`config.mk`:
```
export PLATFORM = sky130hd
export DESIGN_NAME = matrix_feeder
export DESIGN_NICKNAME = d
export VERILOG_FILES = /design/src/rtl/pe_pkg.sv /design/src/rtl/matrix_feeder.sv
export SDC_FILE = /design/constraint.sdc
export NUM_CORES = 1
export LEC_CHECK = 0
export CAP_MARGIN = 20
export CORE_ASPECT_RATIO = 0.75
export CORE_MARGIN = 4
export CORE_UTILIZATION = 45
export CTS_CLUSTER_DIAMETER = 60
export CTS_CLUSTER_SIZE = 30
export DETAILED_ROUTE_END_ITERATION = 7
export SETUP_SLACK_MARGIN = 0.3
export SLEW_MARGIN = 10
export SYNTH_ARGS = -nofsm -noshare
export SYNTH_HDL_FRONTEND = slang
export SYNTH_SLANG_ARGS = --single-unit
```
`constraint.sdc`:
```
create_clock -name clk -period 4.4 [get_ports clk]
set_clock_uncertainty 0.05 [all_clocks]
set_input_delay 0.88 -clock clk [delete_from_list [all_inputs] [get_ports clk]]
set_output_delay 0.88 -clock clk [all_outputs]
set_load 0.02 [all_outputs]
```
`src/rtl/pe_pkg.sv`:
```
// Shared types for the processing-element array and its edge feeders.
package pe_pkg;

    localparam int DATA_WIDTH = 8;

    typedef struct packed {
        logic [DATA_WIDTH-1:0] data;
        logic                  last;
    } matrix_data_t;

    typedef enum logic [1:0] {
        IDLE,
        SKEW,
        STREAM,
        DONE
    } feeder_state_t;

endpackage

```
`src/rtl/matrix_feeder.sv`:
```
// Buffers one operand vector and streams it into one PE-array edge lane,
// one element per cycle, after SKEW idle cycles of systolic delay.
module matrix_feeder
    import pe_pkg::*;
#(
    parameter int DEPTH = 8,
    parameter int SKEW  = 0
) (
    input  logic                         clk,
    input  logic                         rst,
    input  logic                         load_valid_i,
    input  logic [DATA_WIDTH-1:0]        load_data_i,
    output logic                         load_ready_o,
    input  logic                         start_i,
    input  logic [$clog2(DEPTH+1)-1:0]   len_i,
    input  logic                         stall_i,
    output matrix_data_t                 out_o,
    output logic                         out_valid_o,
    output logic                         busy_o,
    output logic                         done_o
);

    localparam int LEN_W    = $clog2(DEPTH + 1);
    localparam int IDX_W    = (DEPTH > 1) ? $clog2(DEPTH) : 1;
    localparam int BUF_N    = 1 << IDX_W;
    localparam int SKW_W    = (SKEW > 0) ? $clog2(SKEW + 1) : 1;
    localparam int SKW_LAST = (SKEW > 0) ? SKEW - 1 : 0;

    feeder_state_t          r_state;
    feeder_state_t          w_state_nxt;
    logic [DATA_WIDTH-1:0]  r_buf [BUF_N];
    logic [LEN_W-1:0]       r_fill;
    logic [LEN_W-1:0]       r_rd_ptr;
    logic [LEN_W-1:0]       r_len;
    logic [SKW_W-1:0]       r_skew_cnt;

    logic                   w_load_fire;
    logic                   w_start_ok;
    logic                   w_issue;
    logic                   w_last_issue;
    logic                   w_skew_end;
    matrix_data_t           w_elem;

    assign load_ready_o = (r_state == pe_pkg::IDLE) && (r_fill < LEN_W'(DEPTH));
    assign busy_o       = (r_state != pe_pkg::IDLE);
    assign w_load_fire  = load_valid_i && load_ready_o;
    // Start is judged against the fill before any same-cycle load lands.
    assign w_start_ok   = start_i && (r_state == pe_pkg::IDLE) &&
                          (len_i != '0) && (len_i <= r_fill);
    assign w_issue      = (r_state == pe_pkg::STREAM) && !stall_i;
    assign w_last_issue = w_issue && (r_rd_ptr == r_len - LEN_W'(1));
    assign w_skew_end   = (r_skew_cnt == SKW_W'(SKW_LAST));

    always_comb begin
        w_elem      = '0;
        w_elem.data = r_buf[r_rd_ptr[IDX_W-1:0]];
        w_elem.last = w_last_issue;
    end

    always_comb begin
        w_state_nxt = r_state;
        case (r_state)
            pe_pkg::IDLE: begin
                if (w_start_ok) begin
                    w_state_nxt = (SKEW > 0) ? pe_pkg::SKEW : pe_pkg::STREAM;
                end
            end
            pe_pkg::SKEW: begin
                if (w_skew_end) begin
                    w_state_nxt = pe_pkg::STREAM;
                end
            end
            pe_pkg::STREAM: begin
                if (w_last_issue) begin
                    w_state_nxt = pe_pkg::DONE;
                end
            end
            pe_pkg::DONE: begin
                w_state_nxt = pe_pkg::IDLE;
            end
            default: begin
                w_state_nxt = pe_pkg::IDLE;
            end
        endcase
    end

    always_ff @(posedge clk) begin
        if (rst) begin
            r_state     <= pe_pkg::IDLE;
            r_fill      <= '0;
            r_rd_ptr    <= '0;
            r_skew_cnt  <= '0;
            out_o       <= '0;
            out_valid_o <= 1'b0;
            done_o      <= 1'b0;
        end else begin
            r_state <= w_state_nxt;

            if (w_load_fire) begin
                r_fill <= r_fill + LEN_W'(1);
            end else if (r_state == pe_pkg::DONE) begin
                r_fill <= '0;
            end

            if (w_start_ok || (r_state == pe_pkg::DONE)) begin
                r_rd_ptr <= '0;
            end else if (w_issue) begin
                r_rd_ptr <= r_rd_ptr + LEN_W'(1);
            end

            // Skew count runs regardless of stall; it only delays the first issue.
            if ((r_state == pe_pkg::SKEW) && !w_skew_end) begin
                r_skew_cnt <= r_skew_cnt + SKW_W'(1);
            end else begin
                r_skew_cnt <= '0;
            end

            out_valid_o <= w_issue;
            out_o       <= w_issue ? w_elem : '0;
            done_o      <= (r_state == pe_pkg::DONE);
        end
    end

    always_ff @(posedge clk) begin
        if (w_start_ok) begin
            r_len <= len_i;
        end
        if (w_load_fire) begin
            r_buf[r_fill[IDX_W-1:0]] <= load_data_i;
        end
    end

endmodule

```
=== After elaboration in Yosys (flattened, before gate mapping) ===
Memories as Yosys holds them, arrays and structs flattened. A register that Yosys moved wholly into a read port is not among the register bits.
Cells that the tools add are included.
Widths: inputs -> output; s select.

* Flip-flop bits (word level): 18
* Bits in writable memories: 64
* Input bits: 17
* Output and inout port bits: 13
* Memories: 1

* $add $sub $neg: 4
* Order comparisons: 2
* Equality and inequality tests: 7
* Muxes and demuxes: 8
* Bitwise operators: 2
* Reduce and logical (&&, ||, !) cells: 18

{| class="wikitable"
|+ Memories
! memory !! depth !! bits a word !! read ports !! clocked after memory_dff !! write ports !! RTL line !! source
|-
| r_buf || 8 || 8 || 1 || 1 || 1 || matrix_feeder.sv:31 || <nowiki>logic [DATA_WIDTH-1:0] r_buf [BUF_N];</nowiki>
|}

{| class="wikitable"
|+ Operators with widths
! kind !! number
|-
| $add 4x1->4 const B || 2
|-
| $logic_and 1x1->1 || 8
|-
| $mux 4 || 2
|-
| $pmux 2 s4 || 1
|-
| $mux 2 || 3
|-
| $ne 2x2->1 const B || 3
|-
| $reduce_or 2->1 || 3
|-
| $eq 2x2->1 const B || 2
|-
| $eq 4x4->1 || 1
|-
| $le 4x4->1 || 1
|-
| $lt 4x4->1 const B || 1
|-
| $reduce_bool 2->1 || 2
|-
| $reduce_bool 4->1 || 1
|-
| $sub 4x1->4 const B || 1
|-
| $reduce_and 3->1 || 1
|-
| $eq 2x1->1 const B || 1
|-
| $logic_not 2->1 || 1
|-
| $mux 1 || 2
|-
| $not 1->1 || 2
|-
| $add 1x1->1 const B || 1
|-
| $logic_not 1->1 || 1
|-
| $logic_or 1x1->1 || 1
|}

=== Depth between registers and ports, before layout ===
* Depth in word-level cells: 6
* Gate-level depth with buffers: 6
* Mapped depth without buffers: 6

=== Worst setup path after synthesis ===
Ideal clock, no wire load.

* Kind: in2reg
* From: in load_valid_i
* To: mem r_buf[0][0] (enable)
* Setup time: 0.383 ns
* Arrival: 2.058 ns
* Setup slack: 1.909 ns
* Stages on the path: 3
* Path buffers: 0
* Cell sequence: nor4b_2 -> nand2b_1 -> nor3_1

* Cells in the longest elaborated chain, start to end: 3

{| class="wikitable"
|+ Ends and longest elaborated chain
! what !! RTL line !! source
|-
| start, declared || matrix_feeder.sv:11 || <nowiki>input logic load_valid_i,</nowiki>
|-
| $logic_and 1x1->1 || matrix_feeder.sv:46 || <nowiki>assign w_load_fire = load_valid_i && load_ready_o;</nowiki>
|-
| $mux 1 || matrix_feeder.sv:128 || <nowiki>if (w_load_fire) begin</nowiki>
|-
| $mux 1 (not written as such) || matrix_feeder.sv:129 || <nowiki>r_buf[r_fill[IDX_W-1:0]] <= load_data_i;</nowiki>
|-
| end, declared || matrix_feeder.sv:31 ||
|}

No other way between the ends.

=== Worst setup path after layout ===
* From: in load_valid_i
* To: mem r_buf[6][4] (enable)

The elaborated chain is that of the path after synthesis.

==> flow_metrics.env <==
export IMPL_status="completed"
export IMPL_relSlewSlack=0.386
export IMPL_dieArea_sq_um=9280
export IMPL_io_pins=30
export IMPL_synth_warnings=0
export IMPL_core_area_sq_um=7470
export IMPL_r2r_start="r_fill[3]$_SDFFE_PP0P_"
export IMPL_clockRootBuffer="clkbuf_8"
export IMPL_layout_min_cycle_time_ps=2740
export IMPL_synth_mux_area_frac=0.129
export IMPL_post_cts_buffers=0
export IMPL_synth_area_leaders="edfxtp_1 (58%), dfxtp_1 (13%), mux4_2 (10%), mux2i_1 (2.6%), ha_1 (2.5%)"
export IMPL_clkSlewWorstSetupHoldPaths_ps=80
export IMPL_crit_path_top_delay_cell="nor2_1"
export IMPL_dpl_instance_area_sq_um=3930
export IMPL_swShare=0.212
export IMPL_htree_levels=3
export IMPL_critPathLaunch="load_valid_i"
export IMPL_rsz0062_at_grt="no"
export IMPL_clk_path_buf_depth=2
export IMPL_fin_setup_tns_ps=0
export IMPL_intPower_mw=1.32
export IMPL_clk_latency_ps=340
export IMPL_critical_path_top_delay_family="simple AND/OR/NAND/NOR gates"
export IMPL_design_area_sq_um=4160
export IMPL_grt_start_max_net_pins=21
export IMPL_power_density_nw_per_um2=402
export IMPL_seqPwrFrac=0.566
export IMPL_worstPathArrival_ps=2660
export IMPL_syn2layout_area_growth_pct=18.6
export IMPL_path_class="input pin to flip-flop"
export IMPL_yosys_area_share_simple=0.0721
export IMPL_yosysTopAreaCellShare=0.583
export IMPL_worstMarginPinSlew_ps=920
export IMPL_cts_tree="done"
export IMPL_ys_types=33
export IMPL_dpl_cell_count=337
export IMPL_wl_per_cell_microns=18.0
export IMPL_rrSetupSlack_ps=2200
export IMPL_path_buf_inv=1
export IMPL_report_final_slew_viol_count=0
export IMPL_ys_flop_type="edfxtp_1"
export IMPL_holdWs_ps=491
export IMPL_grt_total_usage=0.153
export IMPL_final_cells=353
export IMPL_synth_top_area_cell="edfxtp_1"
export IMPL_crit_path_max_incr_delay_ps=620
export IMPL_die_w_microns=110
export IMPL_place_congestion=0.757
export IMPL_synthAdderAreaFrac=0.0250
export IMPL_utilization=0.557
export IMPL_syn_area_sq_um=3500
export IMPL_via_count=1804
export IMPL_grt_pass1_wl_microns=10200
export IMPL_async_reset_ff_frac=0
export IMPL_grt_antenna_before_repair=0
export IMPL_switchingPower_uw=354
export IMPL_setup_violations=0
export IMPL_worst_path_stages=4
export IMPL_clkPwrFrac=0.365
export IMPL_endpoint="r_buf[6][4]$_DFFE_PP_"
export IMPL_n_fill_cell=590
export IMPL_yosysSeqAreaShare=0.708
export IMPL_syn_inst=209
export IMPL_synth_edf_count=68
export IMPL_power_leakage_nw=1.39
export IMPL_placementRows=27
export IMPL_fp_dieH_microns=84.4
export IMPL_cp_cell_sequence="clkdlybuf4s50_1, nor4b_2, nand2b_1, nor2_1"
export IMPL_grt_pass1_vias=1843
export IMPL_drtPass1Iterations=4
export IMPL_synth_compound_area_frac=0.0196
export IMPL_via_per_inst=5.11
export IMPL_hold_path_class="flip-flop to flip-flop"
export IMPL_postRouteWirelength_microns=6360
export IMPL_synth_top_family_by_area="multiplexers"
export IMPL_maxCapViolCount=0
export IMPL_syn_num_nets=233
export IMPL_ys_seq_elements=90
export IMPL_cp_required_ps=4330
export IMPL_dp_hpwl_microns=4510
export IMPL_finalNetCount=271
export IMPL_io_buffers=29
export IMPL_p_comb_frac=0.068
export IMPL_diodes=0
export IMPL_remaining_drc_errors=0
export IMPL_fin_crit_sh=0.622
export IMPL_end_kind="flip-flop"
export IMPL_reg2reg_to="r_buf[6][4]$_DFFE_PP_"
export IMPL_ctsResizeCount=0
export IMPL_drtIter0Drc=86
export IMPL_r2r_cells=3
export IMPL_synth_xor_area_frac=0.0250
export IMPL_peakVddDrop_mv=0.204
export IMPL_cts_buffers=9
export IMPL_gr_total_overflow=0
export IMPL_syn_area_per_cell_sq_um=16.8
export IMPL_ant_nets=0
export IMPL_final_hold_viol_count=0
export IMPL_cp_start_kind="input pin"
export IMPL_crit_fanout=8
export IMPL_layout_drive_gt1_share=0.163
export IMPL_start_util=0.469
export IMPL_ctsHoldBuffers=0
export IMPL_cts_sinks=90
export IMPL_max_freq_mhz=366
==> Yosys cell counts, types with 4 or more instances <==
cell	number
mux2i_1	9
dfxtp_1	22
xnor2_1	6
mux4_2	16
nand2_1	10
xor2_1	4
nor2_1	20
edfxtp_1	68
a21oi_1	4
nor3_1	5
inv_1	11
ha_1	7
==> layout make-up <==
type / instances / area [sq um] / area share
Timing Repair Buffer: 33 / 328 / 0.0789
Tap cell: 101 / 126 / 0.0304
Inverter: 11 / 41.3 / 0.00994
Sequential cell: 90 / 2480 / 0.597
Clock buffer: 9 / 124 / 0.0298
Multi-Input combinational cell: 102 / 951 / 0.229
Clock inverter: 7 / 103 / 0.0247
==> state kept, by name, indices dropped and copies added (netlist names) <==
signal,flops
r_buf,64
out_o,9
r_fill,4
r_len,4
r_rd_ptr,4
r_state,2
done_o,1
out_valid_o,1
r_skew_cnt,1
==> placed cells by master (no fill, tap or decap), types with 2 or more instances in the layout <==
cell | Yosys | layout
edfxtp_1 | 68 | 68
clkdlybuf4s50_1 | 0 | 29
dfxtp_1 | 22 | 22
nor2_1 | 20 | 20
mux4_2 | 16 | 16
inv_1 | 11 | 11
nand2_1 | 10 | 10
mux2i_1 | 9 | 9
clkbuf_8 | 0 | 9
ha_1 | 7 | 7
xnor2_1 | 6 | 6
nor3_1 | 5 | 5
a21oi_1 | 4 | 4
xor2_1 | 4 | 4
and3_1 | 3 | 3
clkinv_4 | 0 | 3
buf_4 | 1 | 3
nand4_1 | 2 | 2
nor2b_1 | 2 | 2
bufinv_16 | 0 | 2
==> worst register-to-register path: stages (launching register included) <==
cell,delay [ps]
dfxtp_1,370
nor4b_2,570
nand2b_1,230
nor2_1,620
==> how the worst min path moves through the flow <==
stage                              from                       end  slack, ps  cells after the start
5_1_grt        r_rd_ptr[3]$_SDFFE_PP0P_  r_rd_ptr[3]$_SDFFE_PP0P_        520                      2
6_report         r_fill[3]$_SDFFE_PP0P_    r_fill[3]$_SDFFE_PP0P_        490                      2
2_1_floorplan    r_fill[3]$_SDFFE_PP0P_    r_fill[3]$_SDFFE_PP0P_        420                      2
3_5_place_dp   r_rd_ptr[3]$_SDFFE_PP0P_  r_rd_ptr[3]$_SDFFE_PP0P_        480                      2
4_1_cts        r_rd_ptr[3]$_SDFFE_PP0P_  r_rd_ptr[3]$_SDFFE_PP0P_        500                      2
3_3_place_gp   r_rd_ptr[3]$_SDFFE_PP0P_  r_rd_ptr[3]$_SDFFE_PP0P_        480                      2
==> power groups by stage <==
stage	Clock [mW]	Combinational [mW]	Sequential, mW
after floorplan	0	0.0657	0.962
after global placement	0	0.110	0.969
after detailed placement	0	0.116	0.966
final	0.610	0.114	0.946
after global routing	0.659	0.126	0.948
after CTS	0.626	0.116	0.946
==> kinds of logic after synthesis <==
logic type	count (synthesis)
and+or+nand+nor	50
other	1
adders and majority gates	7
muxes	25
xor gates and xnor gates	10
AOI/OAI and AO/OA	9
buffers and inverters	17
DFF	90
==> layer usage <==
metal | global-route usage | up-vias | wire length [microns]
met1 | 0.220 | 888 | 3130
met4 | 0.0374 | 0 | 35
met5 | 0 | - | 0
met3 | 0.0546 | 2 | 301
li1 | - | 868 | -
met2 | 0.224 | 46 | 2890
==> per-stage QoR <==
step	setup slack, ps	total power, mW
2_1_floorplan	1910	1.03
6_report	1660	1.67
5_1_grt	1530	1.73
4_1_cts	1660	1.69
3_5_place_dp	1310	1.08
3_3_place_gp	1360	1.08
Note: power is estimated with default switching activity, not from simulation.
